===== config.mk =====
export PLATFORM = sky130hd
export DESIGN_NAME = dial_sequencer
export DESIGN_NICKNAME = d
export VERILOG_FILES = /design/src/rtl/dial_sequencer.sv
export SDC_FILE = /design/constraint.sdc
export NUM_CORES = 1
export LEC_CHECK = 0
export CAP_MARGIN = 20
export CORE_MARGIN = 4
export CORE_UTILIZATION = 45
export DETAILED_ROUTE_END_ITERATION = 10
export DONT_BUFFER_PORTS = 1
export GPL_TIMING_DRIVEN = 0
export SYNTH_ARGS = -nofsm -noshare
export SYNTH_HDL_FRONTEND = slang
export SYNTH_SLANG_ARGS = --single-unit

===== constraint.sdc =====
create_clock -name clk -period 6.5 [get_ports clk]
set_input_delay 1.3 -clock clk [delete_from_list [all_inputs] [get_ports clk]]
set_output_delay 1.3 -clock clk [all_outputs]
set_load 0.005 [all_outputs]

===== src/rtl/dial_sequencer.sv =====
// Instruction FIFO feeding a dial stepping datapath: each queued {direction, count, last}
// entry is issued as a one-cycle load pulse, then the sequencer waits out the step count.
module dial_sequencer #(
    parameter int INPUT_WIDTH = 10,
    parameter int FIFO_DEPTH  = 4
) (
    input  logic                         clk,
    input  logic                         rst_n,
    input  logic                         in_valid,
    output logic                         in_ready,
    input  logic                         in_direction,
    input  logic [INPUT_WIDTH-1:0]       in_count,
    input  logic                         in_last,
    output logic                         sol_valid,
    output logic                         sol_step_direction,
    output logic [INPUT_WIDTH-1:0]       sol_step_count,
    output logic                         busy,
    output logic                         done,
    output logic [$clog2(FIFO_DEPTH):0]  fifo_level
);

    localparam int PTR_W   = $clog2(FIFO_DEPTH);
    localparam int LVL_W   = PTR_W + 1;
    localparam int ENTRY_W = INPUT_WIDTH + 2;

    typedef enum logic [1:0] {IDLE, ISSUE, WAIT, DONE} state_t;

    state_t                  state_reg, state_next;
    logic [INPUT_WIDTH-1:0]  wait_cnt_reg, wait_cnt_next;
    logic [INPUT_WIDTH-1:0]  step_count_reg;
    logic                    step_dir_reg;
    logic                    last_reg;

    logic [ENTRY_W-1:0]      fifo_mem [FIFO_DEPTH];
    logic [PTR_W-1:0]        wr_ptr_reg, rd_ptr_reg;
    logic [LVL_W-1:0]        level_reg;
    logic [ENTRY_W-1:0]      head;
    logic                    push, pop;

    // A full FIFO refuses input even when a pop frees a slot on the same edge.
    assign in_ready = (level_reg < LVL_W'(FIFO_DEPTH)) && (state_reg != DONE);
    assign push     = in_valid && in_ready;
    assign pop      = (state_reg == IDLE) && (level_reg != '0);
    assign head     = fifo_mem[rd_ptr_reg];

    always_ff @(posedge clk) begin
        if (push) begin
            fifo_mem[wr_ptr_reg] <= {in_direction, in_count, in_last};
        end
    end

    always_ff @(posedge clk or negedge rst_n) begin
        if (!rst_n) begin
            wr_ptr_reg <= '0;
            rd_ptr_reg <= '0;
            level_reg  <= '0;
        end else begin
            if (push) begin
                wr_ptr_reg <= wr_ptr_reg + PTR_W'(1);
            end
            if (pop) begin
                rd_ptr_reg <= rd_ptr_reg + PTR_W'(1);
            end
            case ({push, pop})
                2'b10:   level_reg <= level_reg + LVL_W'(1);
                2'b01:   level_reg <= level_reg - LVL_W'(1);
                default: level_reg <= level_reg;
            endcase
        end
    end

    always_ff @(posedge clk or negedge rst_n) begin
        if (!rst_n) begin
            state_reg      <= IDLE;
            wait_cnt_reg   <= '0;
            step_dir_reg   <= 1'b0;
            step_count_reg <= '0;
            last_reg       <= 1'b0;
        end else begin
            state_reg    <= state_next;
            wait_cnt_reg <= wait_cnt_next;
            if (pop) begin
                step_dir_reg   <= head[ENTRY_W-1];
                step_count_reg <= head[ENTRY_W-2:1];
                last_reg       <= head[0];
            end
        end
    end

    always_comb begin
        state_next    = state_reg;
        wait_cnt_next = wait_cnt_reg;
        case (state_reg)
            IDLE: begin
                if (pop) begin
                    state_next = ISSUE;
                end
            end
            ISSUE: begin
                wait_cnt_next = step_count_reg;
                if (step_count_reg == '0) begin
                    state_next = last_reg ? DONE : IDLE;
                end else begin
                    state_next = WAIT;
                end
            end
            WAIT: begin
                // Leaving on wait_cnt == 1 makes the next issue land exactly count+2 cycles later.
                wait_cnt_next = wait_cnt_reg - INPUT_WIDTH'(1);
                if (wait_cnt_reg == INPUT_WIDTH'(1)) begin
                    state_next = last_reg ? DONE : IDLE;
                end
            end
            default: begin
                state_next = DONE;
            end
        endcase
    end

    assign sol_valid          = (state_reg == ISSUE);
    assign sol_step_direction = step_dir_reg;
    assign sol_step_count     = step_count_reg;
    assign done               = (state_reg == DONE);
    assign busy               = (state_reg == ISSUE) || (state_reg == WAIT) || (level_reg != '0);
    assign fifo_level         = level_reg;

endmodule

# Word-level counts from Yosys, hierarchy flattened

Memories as Yosys holds them, arrays and structs flattened. A register that Yosys moved wholly into a read port is not among the register bits.
Index checks and enable logic that the tools add are counted.

Memories kept: 1
Memory bits (writable): 48
Bits in registers: 19

Memories:

| name     | words | bits a word | read ports | clocked after memory_dff | write ports | line | RTL |
|---|---|---|---|---|---|---|---|
| fifo_mem | 4     | 12          | 1          | 1                        | 1           | 34   | `logic [ENTRY_W-1:0] fifo_mem [FIFO_DEPTH];` |

Equality and inequality tests: 9
$add $sub $neg: 5
Multiplexer cells: 9
Reductions and logical operators: 12
Order comparisons: 1

Operators with widths:

| cell                    | count |
|---|---|
| $pmux W10 S2            | 1 |
| $eq A10 B1 Y1 const B   | 1 |
| $logic_not A10 Y1       | 1 |
| $sub A10 B1 Y10 const B | 1 |
| $mux W2                 | 4 |
| $eq A2 B2 Y1 const B    | 3 |
| $ne A2 B2 Y1 const B    | 3 |
| $pmux W2 S3             | 1 |
| $pmux W3 S2             | 1 |
| $add A2 B1 Y2 const B   | 2 |
| $eq A2 B1 Y1 const B    | 2 |
| $reduce_bool A2 Y1      | 2 |
| $add A3 B1 Y3 const B   | 1 |
| $logic_and A1 B1 Y1     | 3 |
| $lt A3 B3 Y1 const B    | 1 |
| $reduce_bool A3 Y1      | 1 |
| $sub A3 B1 Y3 const B   | 1 |
| $logic_not A2 Y1        | 1 |
| $logic_or A1 B1 Y1      | 2 |
| $mux W1                 | 2 |
| $reduce_and A2 Y1       | 1 |
| $logic_not A1 Y1        | 1 |

# Depth between registers and ports, before layout

Depth after elaboration: 5
Mapped depth: 11
Mapped depth without buffers: 10

# Least setup slack after synthesis

Ideal clock, no wire load.

Path kind: in2reg
Start: in in_valid
End: reg level_reg[2], in the netlist fifo_level[2]
Cell stages on the path: 8
Data arrival time: 2471 ps
Path slack: 3950 ps
Setup time: 79 ps
Path through: and2_1 -> inv_1 -> ha_1 -> inv_1 -> fa_1 -> xor2_1 -> nor2_1 -> xor2_1

Longest elaborated chain between the ends: 3
Elaborated cells between the ends (all ways): 5
Those cells by class: eq/ne (2); mux (1); reduce/logical (2)

Ends and longest elaborated chain:

| element                                                  | line | RTL |
|---|---|---|
| start: declaration                                       | 9    | `input logic in_valid,` |
| $logic_and A1 B1 Y1 (*)                                  | 42   | `assign push = in_valid && in_ready;` |
| $eq A2 B1 Y1 / $eq A2 B2 Y1 (equally long branches)      | 64   | `case ({push, pop})` |
| $pmux W3 S2 / $reduce_bool A2 Y1 (equally long branches) | --   |  |
| end signal: assignment                                   | 65   | `2'b10: level_reg <= level_reg + LVL_W'(1);` |
| end signal: assignment                                   | 66   | `2'b01: level_reg <= level_reg - LVL_W'(1);` |
| end signal: assignment                                   | 67   | `default: level_reg <= level_reg;` |
| end: declaration                                         | 36   | `logic [LVL_W-1:0] level_reg;` |

Mark *: on every way between the ends. The rest lies on a longest branch, timed or not.
A chain may end at the register's enable or synchronous reset.

# Worst setup path in the final report

Start: reg state_reg[0]
End: out busy

Longest elaborated chain between the ends: 3
Elaborated cells between the ends (all ways): 4
Those cells by class: eq/ne (2); reduce/logical (2)

Ends and longest elaborated chain:

| element                                             | line | RTL |
|---|---|---|
| start: declaration                                  | 28   | `state_t state_reg, state_next;` |
| start signal: assignment                            | 80   | `state_reg <= state_next;` |
| $eq A2 B1 Y1 / $eq A2 B2 Y1 (equally long branches) | 124  | `assign busy = (state_reg == ISSUE) \|\| (state_reg == WAIT) \|\| (level_reg != '0);` |
| $logic_or A1 B1 Y1 (*) (2 in a row)                 | 124  |  |
| end: declaration                                    | 17   | `output logic busy,` |

Marked as above.

==> impl_metrics.toml <==
[outcome]
status = "finished clean"

[power_and_ir_drop]
pwr-share-seq_pct = 43.5
power_uw = 1900
clockPowerShare_pct = 18.9
internal_power_uw = 1220
pwr-share-comb_pct = 37.6
p_leak_uw = 0.00144
power_density_nw_per_um2 = 502
p_sw_share_pct = 35.8
switchingPower_uw = 679
ir_worst_vdd_v = 0.000158

[cts]
cts_tree = "built"
clk_pin_slew_ns = 0.08
cts_buffer_depth = 2
post_cts_resized = 0
clock_sink_count = 79
insertion_delay_ns = 0.34
cts-root-buf = "clkbuf_8"
cts_buffers = 9
post-cts-setup-buffer-count = 0
hold_buffers = 0
htreeDepth = 3

[die]
start_util_pct = 47.0
top_level_ports = 33
core.rowCount = 31
core_um2 = 7370
die_area_um2 = 9160
die_w_um = 95.7
die_h_um = 95.7

[layout]
n_fill_cell = 637
nNetsFinal = 257
synthToLayoutAreaGrowth_pct = 9.25
largest_register_ffs = 48
register_area_um2 = 2220
drive_above_1_share_pct = 17.9
multi_input_area_um2 = 1140
antenna_cells = 0

[logic_synthesis]
yosys.area_share.simple_pct = 6.69
syn_area_um2 = 3460
netlist_instances = 219
synth-async-reset-ratio_pct = 39.2
synth_top_family_by_area = "multiplexers"
yosys_warnings = 0
synthFlopType = "edfxtp_1"
synth_edf_count = 48
synthAdderAreaFrac_pct = 4.55
synth_nets = 246
synth.area.mux_share_pct = 15.6
seq_area_frac_synth_pct = 64.0
synth_top_area_share_pct = 41.6
ys_seq_elements = 79
yosys-top-cells-area = "edfxtp_1 42%, dfrtp_1 22%, mux4_2 5.2%, ha_1 4.0%, mux2_4 3.5%"
synth_cell_types = 40
avgSynthCellArea_um2 = 15.8
synth_compound_area_share_pct = 4.48
synth_xor_area_share_pct = 1.52
synth_area_leader_cell = "edfxtp_1"

[global_routing]
grt_max_degree = 32
grt_use_met1_pct = 18.4
grt_pass1_vias = 1821
antenna_found_initial = 0
grt_overflow_total = 0
grt_util_met3_pct = 4.14
use_met2_pct = 22.1
grt_pass1_wl_mm = 9.40
busiest_layer = "met2"
track_usage_pct = 14.2

[worst_hold_path]
hold_class = "reg -> reg"

[sta]
fin_crit_ns = 3.08
skew_ns = 0.0102
final_hold_viol_count = 0
rsz0062_at_grt = "no"
slew_violations = 0
finalSetupTns_ns = 0
slew-limit-headroom_pct = 57.5
tightest_slew_ns = 0.637
finalSetupViolations = 0
fmax_mhz = 325
finalCritPeriodShare_pct = 47.4

[critical_path]
criticalPathCategory = "reg -> out"
slowest_stage = "dfrtp_1"
path_max_fanout = 10
worstPathRequired_ns = 5.20
crit_buf_inv = 2
critical_path_arrival_ns = 1.78
path_cells = "inv_1 > ha_1 > clkbuf_1 > nand2b_1"
endpoint_kind = "output pin"
max_stage_delay_ns = 0.40
setup.worst_path.start_class = "flip-flop"
path_delay_family = "buffers and inverters"

[placement]
place.gp.congestion = 0.719
portBuffers = 0
hpwl_mm = 4.06

[route]
antenna_left = 0
wl_mm = 5.89
viasPerCell = 5.30
vias = 1769
drc = 0
avgRoutedWirePerCell_um = 17.6
dr.pass1.iters = 4
dr.first_iter.drc_count = 56

[flow_run]
max_cap_viol_count = 0
-- per-stage QoR --
step           worst slack [ns]  hold WS [ns]  std cells  cell area (um^2)  utilization, %
6_report                   3.42         0.559        334              3780            51.3
3_3_place_gp               3.81         0.549        318              3590            48.7
4_1_cts                    3.40         0.567        334              3780            51.3
5_1_grt                    3.27         0.586        334              3780            51.3
2_1_floorplan              3.95         0.507        219              3460               -
3_5_place_dp               3.80         0.549        318              3590            48.7
-- kinds of logic after synthesis --
logic type | after synthesis
simple gates | 42
fa+ha+maj | 12
buf+inv | 21
mux | 33
compound gates | 26
flops | 79
xor+xnor | 6
-- power by group through the flow --
stage | registers, uW | clock network [uW] | logic [uW]
6_report | 826 | 359 | 715
5_1_grt | 850 | 389 | 806
4_1_cts | 829 | 366 | 727
3_5_place_dp | 839 | 0 | 728
3_3_place_gp | 836 | 0 | 709
2_1_floorplan | 794 | 0 | 598
-- cell usage after synthesis, types with 2 or more instances --
master    number
nand2_1       11
nor2_1         8
and3_1         5
o22ai_1        8
xor2_1         2
mux2i_1        9
mux2_4         8
a21oi_1        9
mux4_2         8
clkbuf_1       3
ha_1          11
nand2b_1       4
nand3_1        4
edfxtp_1      48
xnor2_1        4
mux4_1         4
dfrtp_1       31
mux2_2         4
o21ai_0        4
inv_1         12
nor4_1         3
-- final timing paths --
path | from | end | slack (ns) | cells after the start
setup reg to reg | state_reg[0]$_DFFE_PN0P_ | fifo_level[2]$_DFFE_PN0P_ | 4.17 | 11
min in group asynchronous | rst_n | wait_cnt_reg[5]$_DFFE_PN0P_ | 0.64 | 0
setup / recovery | state_reg[0]$_DFFE_PN0P_ | busy | 3.42 | 4
hold / removal | sol_step_direction$_DFFE_PN0P_ | sol_step_direction$_DFFE_PN0P_ | 0.56 | 1
hold reg to reg | sol_step_direction$_DFFE_PN0P_ | sol_step_direction$_DFFE_PN0P_ | 0.56 | 1
max in group asynchronous | rst_n | last_reg$_DFFE_PN0P_ | 5.77 | 0
-- layer usage --
metal | vias to the layer above | routed length (um)
li1 | 846 | -
met1 | 870 | 2690
met2 | 42 | 2750
met3 | 11 | 339
met4 | 0 | 116
met5 | - | 0
-- layout by cell type, fill, tap and decap left out, drive strengths merged, types with 8 or more instances in the layout --
master   n
edfxtp  48
dfrtp   31
inv     14
clkbuf  12
mux4    12
mux2    12
nand2   11
ha      11
mux2i    9
a21oi    9
nor2     8
o22ai    8
-- cell type report --
cell class              count  share of cell area [%]
flip-flops and latches     79                    58.6
multi-input cells         119                    30.1
clock buffers               9                    3.27
well taps                  99                    3.27
clock inverters             7                    1.92
plain buffers               8                    1.55
inverters                  13                    1.29
-- worst reg2reg max path: stages (launching register included) --
cell and delay [ns]:
dfrtp_1 0.42, inv_1 0.11, ha_1 0.20, nand2b_1 0.14, inv_2 0.14, buf_4 0.22
ha_1 0.21, inv_1 0.06, fa_1 0.37, xor2_1 0.15, nor2_1 0.11, xor2_1 0.15
Power figures use the tool's default switching activity.
